==> src/rtl/fifo_wr_ctrl_if.sv <==
// Producer-facing bundle of the async FIFO write-side controller.
// master = producer/read-side glue, slave = fifo_wr_ctrl.
interface fifo_wr_ctrl_if #(
    parameter int unsigned ADDR_W = 4
);
    logic              wr_valid;
    logic              wr_ready;
    logic              mem_we;
    logic [ADDR_W-1:0] mem_waddr;
    logic [ADDR_W:0]   wptr_gray;
    logic [ADDR_W:0]   rptr_gray_sync;
    logic              full;
    logic              almost_full;
    logic [ADDR_W:0]   wr_level;
    logic              flush_req;
    logic              flush_done;
    logic              err_ptr;

    modport master (
        output wr_valid,
        output rptr_gray_sync,
        output flush_req,
        input  wr_ready,
        input  mem_we,
        input  mem_waddr,
        input  wptr_gray,
        input  full,
        input  almost_full,
        input  wr_level,
        input  flush_done,
        input  err_ptr
    );

    modport slave (
        input  wr_valid,
        input  rptr_gray_sync,
        input  flush_req,
        output wr_ready,
        output mem_we,
        output mem_waddr,
        output wptr_gray,
        output full,
        output almost_full,
        output wr_level,
        output flush_done,
        output err_ptr
    );
endinterface

==> src/rtl/gray2bin.sv <==
// Combinational gray-to-binary converter: bit i is the XOR of all gray bits at or above i.
module gray2bin #(
    parameter int unsigned W = 5
) (
    input  logic [W-1:0] i_gray,
    output logic [W-1:0] o_bin
);
    always_comb begin
        o_bin = '0;
        for (int i = 0; i < W; i++) begin
            o_bin[i] = ^(i_gray >> i);
        end
    end
endmodule

==> src/rtl/fifo_wr_ctrl.sv <==
// Async FIFO write-side controller: write pointers, occupancy flags, backpressure
// and a flush/drain handshake, all in the write clock domain.
module fifo_wr_ctrl #(
    parameter int unsigned ADDR_W   = 4,
    parameter int unsigned AFULL_TH = 12
) (
    input  logic          clk,
    input  logic          rst_n,
    fifo_wr_ctrl_if.slave bus
);
    localparam int unsigned PW    = ADDR_W + 1;
    localparam int unsigned DEPTH = 2 ** ADDR_W;
    localparam logic [PW-1:0] DEPTH_P = PW'(DEPTH);
    localparam logic [PW-1:0] AFULL_P = PW'(AFULL_TH);

    typedef enum logic [1:0] {StRun, StDrain, StDone} state_e;

    state_e        r_state;
    state_e        w_state_nxt;
    logic [PW-1:0] r_wbin;
    logic [PW-1:0] r_wptr_gray;
    logic [PW-1:0] r_level;
    logic          r_full;
    logic          r_afull;
    logic          r_err;

    logic          w_ready;
    logic          w_push;
    logic          w_flush_done;
    logic [PW-1:0] w_wbin_nxt;
    logic [PW-1:0] w_rbin;
    logic [PW-1:0] w_lvl_nxt;

    gray2bin #(
        .W (PW)
    ) u_rptr_g2b (
        .i_gray (bus.rptr_gray_sync),
        .o_bin  (w_rbin)
    );

    assign w_push     = bus.wr_valid & w_ready;
    assign w_wbin_nxt = r_wbin + PW'(w_push);
    // Modular subtraction: a pop and a push in the same cycle both land here.
    assign w_lvl_nxt  = w_wbin_nxt - w_rbin;

    always_comb begin
        w_state_nxt  = r_state;
        w_ready      = 1'b0;
        w_flush_done = 1'b0;
        unique case (r_state)
            StRun: begin
                w_ready = ~r_full;
                if (bus.flush_req) begin
                    w_state_nxt = StDrain;
                end
            end
            StDrain: begin
                if (r_level == '0) begin
                    w_state_nxt = StDone;
                end
            end
            StDone: begin
                w_flush_done = 1'b1;
                w_state_nxt  = StRun;
            end
            default: w_state_nxt = StRun;
        endcase
    end

    always_ff @(posedge clk or negedge rst_n) begin
        if (!rst_n) begin
            r_state     <= StRun;
            r_wbin      <= '0;
            r_wptr_gray <= '0;
            r_level     <= '0;
            r_full      <= 1'b0;
            r_afull     <= 1'b0;
            r_err       <= 1'b0;
        end else begin
            r_state     <= w_state_nxt;
            r_wbin      <= w_wbin_nxt;
            r_wptr_gray <= w_wbin_nxt ^ (w_wbin_nxt >> 1);
            r_level     <= w_lvl_nxt;
            // An impossible level (> DEPTH) also reads as full so pushes stay blocked.
            r_full      <= (w_lvl_nxt >= DEPTH_P);
            r_afull     <= (w_lvl_nxt >= AFULL_P);
            if (w_lvl_nxt > DEPTH_P) begin
                r_err <= 1'b1;
            end
        end
    end

    assign bus.wr_ready    = w_ready;
    assign bus.mem_we      = w_push;
    assign bus.mem_waddr   = r_wbin[ADDR_W-1:0];
    assign bus.wptr_gray   = r_wptr_gray;
    assign bus.full        = r_full;
    assign bus.almost_full = r_afull;
    assign bus.wr_level    = r_level;
    assign bus.flush_done  = w_flush_done;
    assign bus.err_ptr     = r_err;
endmodule

==> src/flat_wrapper.sv <==
// flat-port wrapper written by rule: the top's interface ports become plain ports
module fifo_wr_ctrl_flat 
#(
    parameter int unsigned ADDR_W   = 4,
    parameter int unsigned AFULL_TH = 12
)
  (clk, rst_n, bus_wr_valid, bus_rptr_gray_sync, bus_flush_req, bus_wr_ready, bus_mem_we, bus_mem_waddr, bus_wptr_gray, bus_full, bus_almost_full, bus_wr_level, bus_flush_done, bus_err_ptr);
  fifo_wr_ctrl_if #(.ADDR_W(ADDR_W)) bus_i ();
  input  logic clk;
  input  logic rst_n;
  input wire logic [$bits(bus_i.wr_valid)-1:0] bus_wr_valid;
  input wire logic [$bits(bus_i.rptr_gray_sync)-1:0] bus_rptr_gray_sync;
  input wire logic [$bits(bus_i.flush_req)-1:0] bus_flush_req;
  output wire logic [$bits(bus_i.wr_ready)-1:0] bus_wr_ready;
  output wire logic [$bits(bus_i.mem_we)-1:0] bus_mem_we;
  output wire logic [$bits(bus_i.mem_waddr)-1:0] bus_mem_waddr;
  output wire logic [$bits(bus_i.wptr_gray)-1:0] bus_wptr_gray;
  output wire logic [$bits(bus_i.full)-1:0] bus_full;
  output wire logic [$bits(bus_i.almost_full)-1:0] bus_almost_full;
  output wire logic [$bits(bus_i.wr_level)-1:0] bus_wr_level;
  output wire logic [$bits(bus_i.flush_done)-1:0] bus_flush_done;
  output wire logic [$bits(bus_i.err_ptr)-1:0] bus_err_ptr;
  assign bus_i.wr_valid = bus_wr_valid;
  assign bus_i.rptr_gray_sync = bus_rptr_gray_sync;
  assign bus_i.flush_req = bus_flush_req;
  assign bus_wr_ready = bus_i.wr_ready;
  assign bus_mem_we = bus_i.mem_we;
  assign bus_mem_waddr = bus_i.mem_waddr;
  assign bus_wptr_gray = bus_i.wptr_gray;
  assign bus_full = bus_i.full;
  assign bus_almost_full = bus_i.almost_full;
  assign bus_wr_level = bus_i.wr_level;
  assign bus_flush_done = bus_i.flush_done;
  assign bus_err_ptr = bus_i.err_ptr;
  fifo_wr_ctrl #(.ADDR_W(ADDR_W), .AFULL_TH(AFULL_TH)) u_core (.clk(clk), .rst_n(rst_n), .bus(bus_i));
endmodule
==> config.mk <==
export PLATFORM = sky130hd
export DESIGN_NAME = fifo_wr_ctrl_flat
export DESIGN_NICKNAME = d
export VERILOG_FILES = /design/src/rtl/fifo_wr_ctrl_if.sv /design/src/rtl/gray2bin.sv /design/src/rtl/fifo_wr_ctrl.sv /design/src/flat_wrapper.sv
export SDC_FILE = /design/constraint.sdc
export NUM_CORES = 1
export LEC_CHECK = 0
export ABC_AREA = 1
export CORE_UTILIZATION = 51
export DETAILED_ROUTE_END_ITERATION = 8
export PLACE_DENSITY = 0.84
export SLEW_MARGIN = 25
export SYNTH_ARGS = -nofsm -noshare
export SYNTH_HDL_FRONTEND = slang
export SYNTH_SLANG_ARGS = --single-unit
==> constraint.sdc <==
create_clock -name clk -period 3.75 [get_ports clk]
set_input_delay 0.75 -clock clk [delete_from_list [all_inputs] [get_ports clk]]
set_output_delay 0.75 -clock clk [all_outputs]
set_load 0.03 [all_outputs]
## After elaboration in Yosys (flattened, before gate mapping)

Index checks and enable logic that the tools add are counted.

- Add/sub/neg operators: 2
- Order comparisons: 3
- Equality and inequality tests: 4
- Muxes and demuxes: 5
- Bitwise gates (word level): 3
- Reductions and logical operators: 8

Operators by type and width:

| kind | number |
|---|---|
| $reduce_xor 5->1 | 5 |
| $add 5x1->5 | 1 |
| $ge 5x4->1 const B | 1 |
| $ge 5x5->1 const B | 1 |
| $gt 5x5->1 const B | 1 |
| $logic_not 5->1 | 1 |
| $sub 5x5->5 | 1 |
| $xor 5x4->5 | 1 |
| $mux 2 | 2 |
| $pmux 2 s2 | 1 |
| $eq 2x1->1 const B | 1 |
| $eq 2x2->1 const B | 1 |
| $logic_not 2->1 | 1 |
| $mux 1 | 2 |
| $ne 2x1->1 const B | 1 |
| $ne 2x2->1 const B | 1 |
| $reduce_and 2->1 | 1 |
| $and 1x1->1 | 1 |
| $not 1->1 | 1 |

- Register bits after elaboration: 20
- Bits of input ports: 9
- Output and inout bits: 20
- Word-level logic and storage cells: 32

## Logic depth before layout (Yosys ltp)

- Depth in word-level cells: 6
- Gate-level depth with buffers: 18
- Depth with buffers taken out: 18

## Hierarchy

Synthesis repeated with hierarchy kept, for this count alone.

- Cells, all modules: 112
- Area total of the unflattened synthesis: 1006.0 um2

Modules (own cells, without submodules):

| module | times used | cells each | area each (um2) | seq. area each (um2) |
|---|---|---|---|---|
| fifo_wr_ctrl | 1 | 88 | 882.1 | 475.5 |
| gray2bin | 1 | 24 | 123.9 | 0.0 |

## Worst setup path after synthesis

OpenSTA, ideal clock, no wires.

- Kind: input to register
- From: in bus_wr_valid
- To: reg u_core.r_err (netlist: u_core.bus.err_ptr)
- Library setup time: 116 ps
- Data arrival time: 3174 ps
- Required time: 3634 ps
- Setup slack: 460 ps
- Stages: 13
- Buffers on the path: 0
- Cells stage by stage: nor3b_1 ha_1 nand3_1 xnor2_1 ha_1 inv_1 o21bai_1 inv_1 nand2_2 nand2_2 nand2_2 nand2_1 nand2_1

- Word-level cells in the longest chain between the ends: 4

Ends and longest elaborated chain:

| item | line | source |
|---|---|---|
| start, declared | flat_wrapper.sv:11 | `input wire logic [$bits(bus_i.wr_valid)-1:0] bus_wr_valid;` |
| $and 1x1->1 | fifo_wr_ctrl.sv:41 | `assign w_push = bus.wr_valid & w_ready;` |
| $add 5x1->5 | fifo_wr_ctrl.sv:42 | `assign w_wbin_nxt = r_wbin + PW'(w_push);` |
| via u_core.w_wbin_nxt[3] | fifo_wr_ctrl.sv:30 | `logic [PW-1:0] w_wbin_nxt;` |
| $sub 5x5->5 | fifo_wr_ctrl.sv:44 | `assign w_lvl_nxt = w_wbin_nxt - w_rbin;` |
| via u_core.w_lvl_nxt[4] | fifo_wr_ctrl.sv:32 | `logic [PW-1:0] w_lvl_nxt;` |
| $gt 5x5->1 | fifo_wr_ctrl.sv:87 | `if (w_lvl_nxt > DEPTH_P) begin` |
| end signal, assigned | fifo_wr_ctrl.sv:78 | `r_err <= 1'b0;` |
| end signal, assigned | fifo_wr_ctrl.sv:88 | `r_err <= 1'b1;` |
| end, declared | fifo_wr_ctrl.sv:25 | `logic r_err;` |

The timed path passes the listed nets, and every way through them passes these cells.
A chain may end at the register's enable or synchronous reset.

## Final worst setup path

- From: in bus_wr_valid
- To: out bus_mem_we

- Word-level cells in the longest chain between the ends: 1

Ends and longest elaborated chain:

| item | line | source |
|---|---|---|
| $and 1x1->1 | fifo_wr_ctrl.sv:41 |  |
| end, declared | flat_wrapper.sv:15 | `output wire logic [$bits(bus_i.mem_we)-1:0] bus_mem_we;` |

No other way between the ends.

==> summary.md <==
| Metric | Value |
|---|---|
| Post-layout net count | 175 |
| Global route total overflow | 0 |
| Wirelength per Cell | 11.2 µm |
| Average cell area after synthesis | 8.43 µm² |
| Startpoint type of the worst setup path | input port |
| Post-CTS repair timing setup buffer count | 0 |
| Largest incremental delay on the critical path | about 740 ps |
| Portion of the clock cycle consumed by the worst path in the final layout | roughly four fifths |
| Post-detailed-routing wire length | ~2100 µm |
| Global placement routability congestion | 0.868 |
| Synthesis-to-layout area growth | 31.8% |
| Setup repair after global routing missed its margin | no |
| Cell variety after synth | 20 |
| Number of clock sinks | 19 |
| Fraction of final layout cells with drive strength greater than 1 | under 10% |
| Clock Latency Late Sink | 280 ps |
| Hold Violations, Final | 0 |
| Leading cell types by total area after synthesis | dfrtp_1, nand2_1, ha_1 |
| Clock buffer count from CTS | 3 |
| Total power per unit cell area | 802 nW/µm² |
| Pin count of the biggest net entering global routing | 20 |
| Highest clock rate | 331 MHz |
| Combined area of all synthesized cells | between 1000 and 1500 µm² |
| Root buf cell | clkbuf_4 |
| Kind of cell adding the most delay to the critical path | buffers and inverters |
| Area share of fa/ha/maj cells after synthesis | 7.01% |
| Endpoint kind of the worst setup timing path | output pin |
| Post-synth top area share | 44.4% |
| Starting density of the core | 54.6% |
| Maximum Capacitance Violations | 0 |
| Xor-xnor portion of the synthesized cell area | 10.5% |
| # H-tree levels | 1 |
| Initial antenna violation count | 0 |
| Static Leak | approximately 0.00073 µW |
| Post-synthesis mux area share | 0% |
| Gate count after technology mapping | 127 |
| Antenna diodes | 0 |
| Count of port buffers added during placement | 28 |
| Final setup violating endpoints | 0 |
| Required @ worst endpoint | 3000 ps |
| Clock slew seen by the registers of the worst setup and hold paths | 100 ps |
| Fin. max-slew vios | 0 |
| Sequential area share after synthesis | 44.4% |
| Total Die Area | 2290 µm² |
| Global-route wire length before repair | 3130 µm |
| Total Neg Setup Slack | 0 ps |
| Worst Path Max Fanout | 3 |
| Global-route usage over all layers | 19.6% |
| Total of cells resized after clock tree synthesis | 0 |
| Hold bufs inserted after CTS | 0 |
| Number of vias in the routed layout | 908 |
| Buffers & Inverters on Critical Path | 2 |
| Vias in the first global route | 789 |
| Result of the run | complete, no violations |
| Number of nets with antenna violations after detailed routing | 0 |
| Beginning of the worst register-to-register path | u_core.r_state[0]$_DFFE_PN0P_ |
| DRT iter0 DRCs | 30 |
| HP Class | reg -> reg |
| Die extent in y | 47.8 µm |
| Leading area contributor after synthesis | dfrtp_1 |
| Detailed-routing iteration count for the pre-antenna-repair pass | 4 |
| Average vias per placed instance | between 4 and 5 |
| Max-slew headroom at the worst pin | 45.7% |
| Minimum clock period after layout | roughly 3000 ps |
| Post-synthesis compound-gate area fraction | 1.99% |
| Horiz. Die Dim | between 40 and 50 µm |
| Half-perimeter wire length after detailed placement | about 1800 µm |
| Worst Clk Skew | 2.28 ps |
| Worst Tran Pin Value | 812 ps |
| DRC | 0 |
| Data arrival time of the critical path | 2270 ps |
| Flop and latch count out of synthesis | 19 |
| Area share of and/or/nand/nor cells after synthesis | 28.7% |
| Site Rows | 16 |
| R2R setup slack | around 1100 ps |
| Cells along the critical path | clkdlybuf4s50_1 -> nor3b_1 -> clkdlybuf4s50_1 |
| # fillers | 164 |
| Most frequent cell on the critical path | clkdlybuf4s50_1 |
| CTS tree | done |
| Post-synthesis net count | about 140 |
| Max clock buf depth | 2 |
| Total number of yosys warnings | 0 |
| Critical Setup Path Class | in -> out |
| Main combinational cell family by area after synthesis | simple AND/OR/NAND/NOR gates |
| VDD IR max | about 400 µV |
| Area inside the core boundary | 1960 µm² |
| Post-Route Utilization | 71.9% |
| Start point of the critical path | bus_wr_valid |
| HP Start | u_core.r_state[1]$_DFFE_PN0P_ |
| Count of pins on the block boundary | 29 |
| Worst path slowest cell | clkdlybuf4s50_1 |
## where the power goes
part	switching [µW]	total (µW)	leakage, µW	internal, µW
Clock	57.8	99.0	0.0000150	41.3
Combinational	414	688	0.000487	274
Sequential	54.5	344	0.000228	290
## through the flow
| step | setup slack, ps | total power [µW] | cells | hold WS, ps | area (µm²) |
|---|---|---|---|---|---|
| floorplan | 460 | 790 | 127 | 407 | 1070 |
| global placement | 545 | 1010 | 182 | 419 | 1390 |
| detailed placement | 427 | 1040 | 182 | 422 | 1390 |
| CTS | 697 | 1140 | 186 | 435 | 1410 |
| global route | 520 | 1220 | 186 | 443 | 1410 |
| finish | 725 | 1130 | 186 | 432 | 1410 |
## routing by layer
layer | track usage (%) | vias up | part of all wire, % | wire [µm]
li1 | - | 458 | - | -
met1 | 23.5 | 423 | 40 | 834
met2 | 36.8 | 27 | 56 | 1170
met3 | 1.51 | 0 | 3.7 | 78
met4 | 6.11 | 0 | 0 | 0
met5 | 0 | - | 0 | 0
## cells in the final DEF (no fill, tap or decap)
cell type        Yosys  layout
a31o_2               1       1
xor2_2               1       1
xor2_1               7       7
inv_2                1       1
nand3_1             14      14
inv_1               20      20
ha_1                 6       6
nand3_2              3       3
nor3b_1              1       1
nand2_2              4       4
a21oi_1              1       1
or2_2                1       1
nor2_1               6       6
o21bai_1             1       1
nand2_1             33      33
and2_1               1       1
xnor2_1              4       4
clkbuf_1             0       1
nor3_1               2       2
clkbuf_4             0       3
nand4_1              1       1
clkdlybuf4s50_1      0      28
dfrtp_1             19      19
## state kept, by name (all words and copies together), names as in the netlist
register	count
u_core.bus.wr_level	5
u_core.r_state	2
u_core.bus.full	1
u_core.bus.err_ptr	1
u_core.bus.wptr_gray	4
u_core.r_wbin	5
u_core.bus.almost_full	1
## synthesized netlist by cell type
| library cell | count |
|---|---|
| nand3_2 | 3 |
| nor3_1 | 2 |
| xor2_1 | 7 |
| nand2_1 | 33 |
| and2_1 | 1 |
| or2_2 | 1 |
| nand3_1 | 14 |
| inv_2 | 1 |
| xnor2_1 | 4 |
| xor2_2 | 1 |
| inv_1 | 20 |
| nor2_1 | 6 |
| a31o_2 | 1 |
| nand4_1 | 1 |
| nand2_2 | 4 |
| o21bai_1 | 1 |
| dfrtp_1 | 19 |
| ha_1 | 6 |
| nor3b_1 | 1 |
| a21oi_1 | 1 |
## kinds of logic after synthesis
| family | Yosys count |
|---|---|
| simple gates | 66 |
| xor+xnor | 12 |
| flops | 19 |
| buf+inv | 21 |
| fa+ha+maj | 6 |
| compound gates | 3 |
## final timing paths
| kind | depth (start not counted) | end |
|---|---|---|
| max | 3 | bus_mem_we |
| min | 1 | u_core.r_state[1]$_DFFE_PN0P_ |
| max reg2reg | 15 | u_core.bus.err_ptr$_DFFE_PN0N_ |
| min reg2reg | 1 | u_core.r_state[1]$_DFFE_PN0P_ |
| max in group asynchronous | 1 | u_core.r_state[0]$_DFFE_PN0P_ |
| min in group asynchronous | 1 | u_core.bus.wptr_gray[3]$_DFF_PN0_ |
## cell type report
cell class	count	area [µm²]	share of cell area [%]
tap	27	33.8	2.39
inverter	21	78.8	5.59
sequential	19	475	33.7
multi-input combinational	87	517	36.6
clock buffer	4	26.3	1.86
timing repair buffer	28	280	19.9
(Power assumes the default switching activity.)
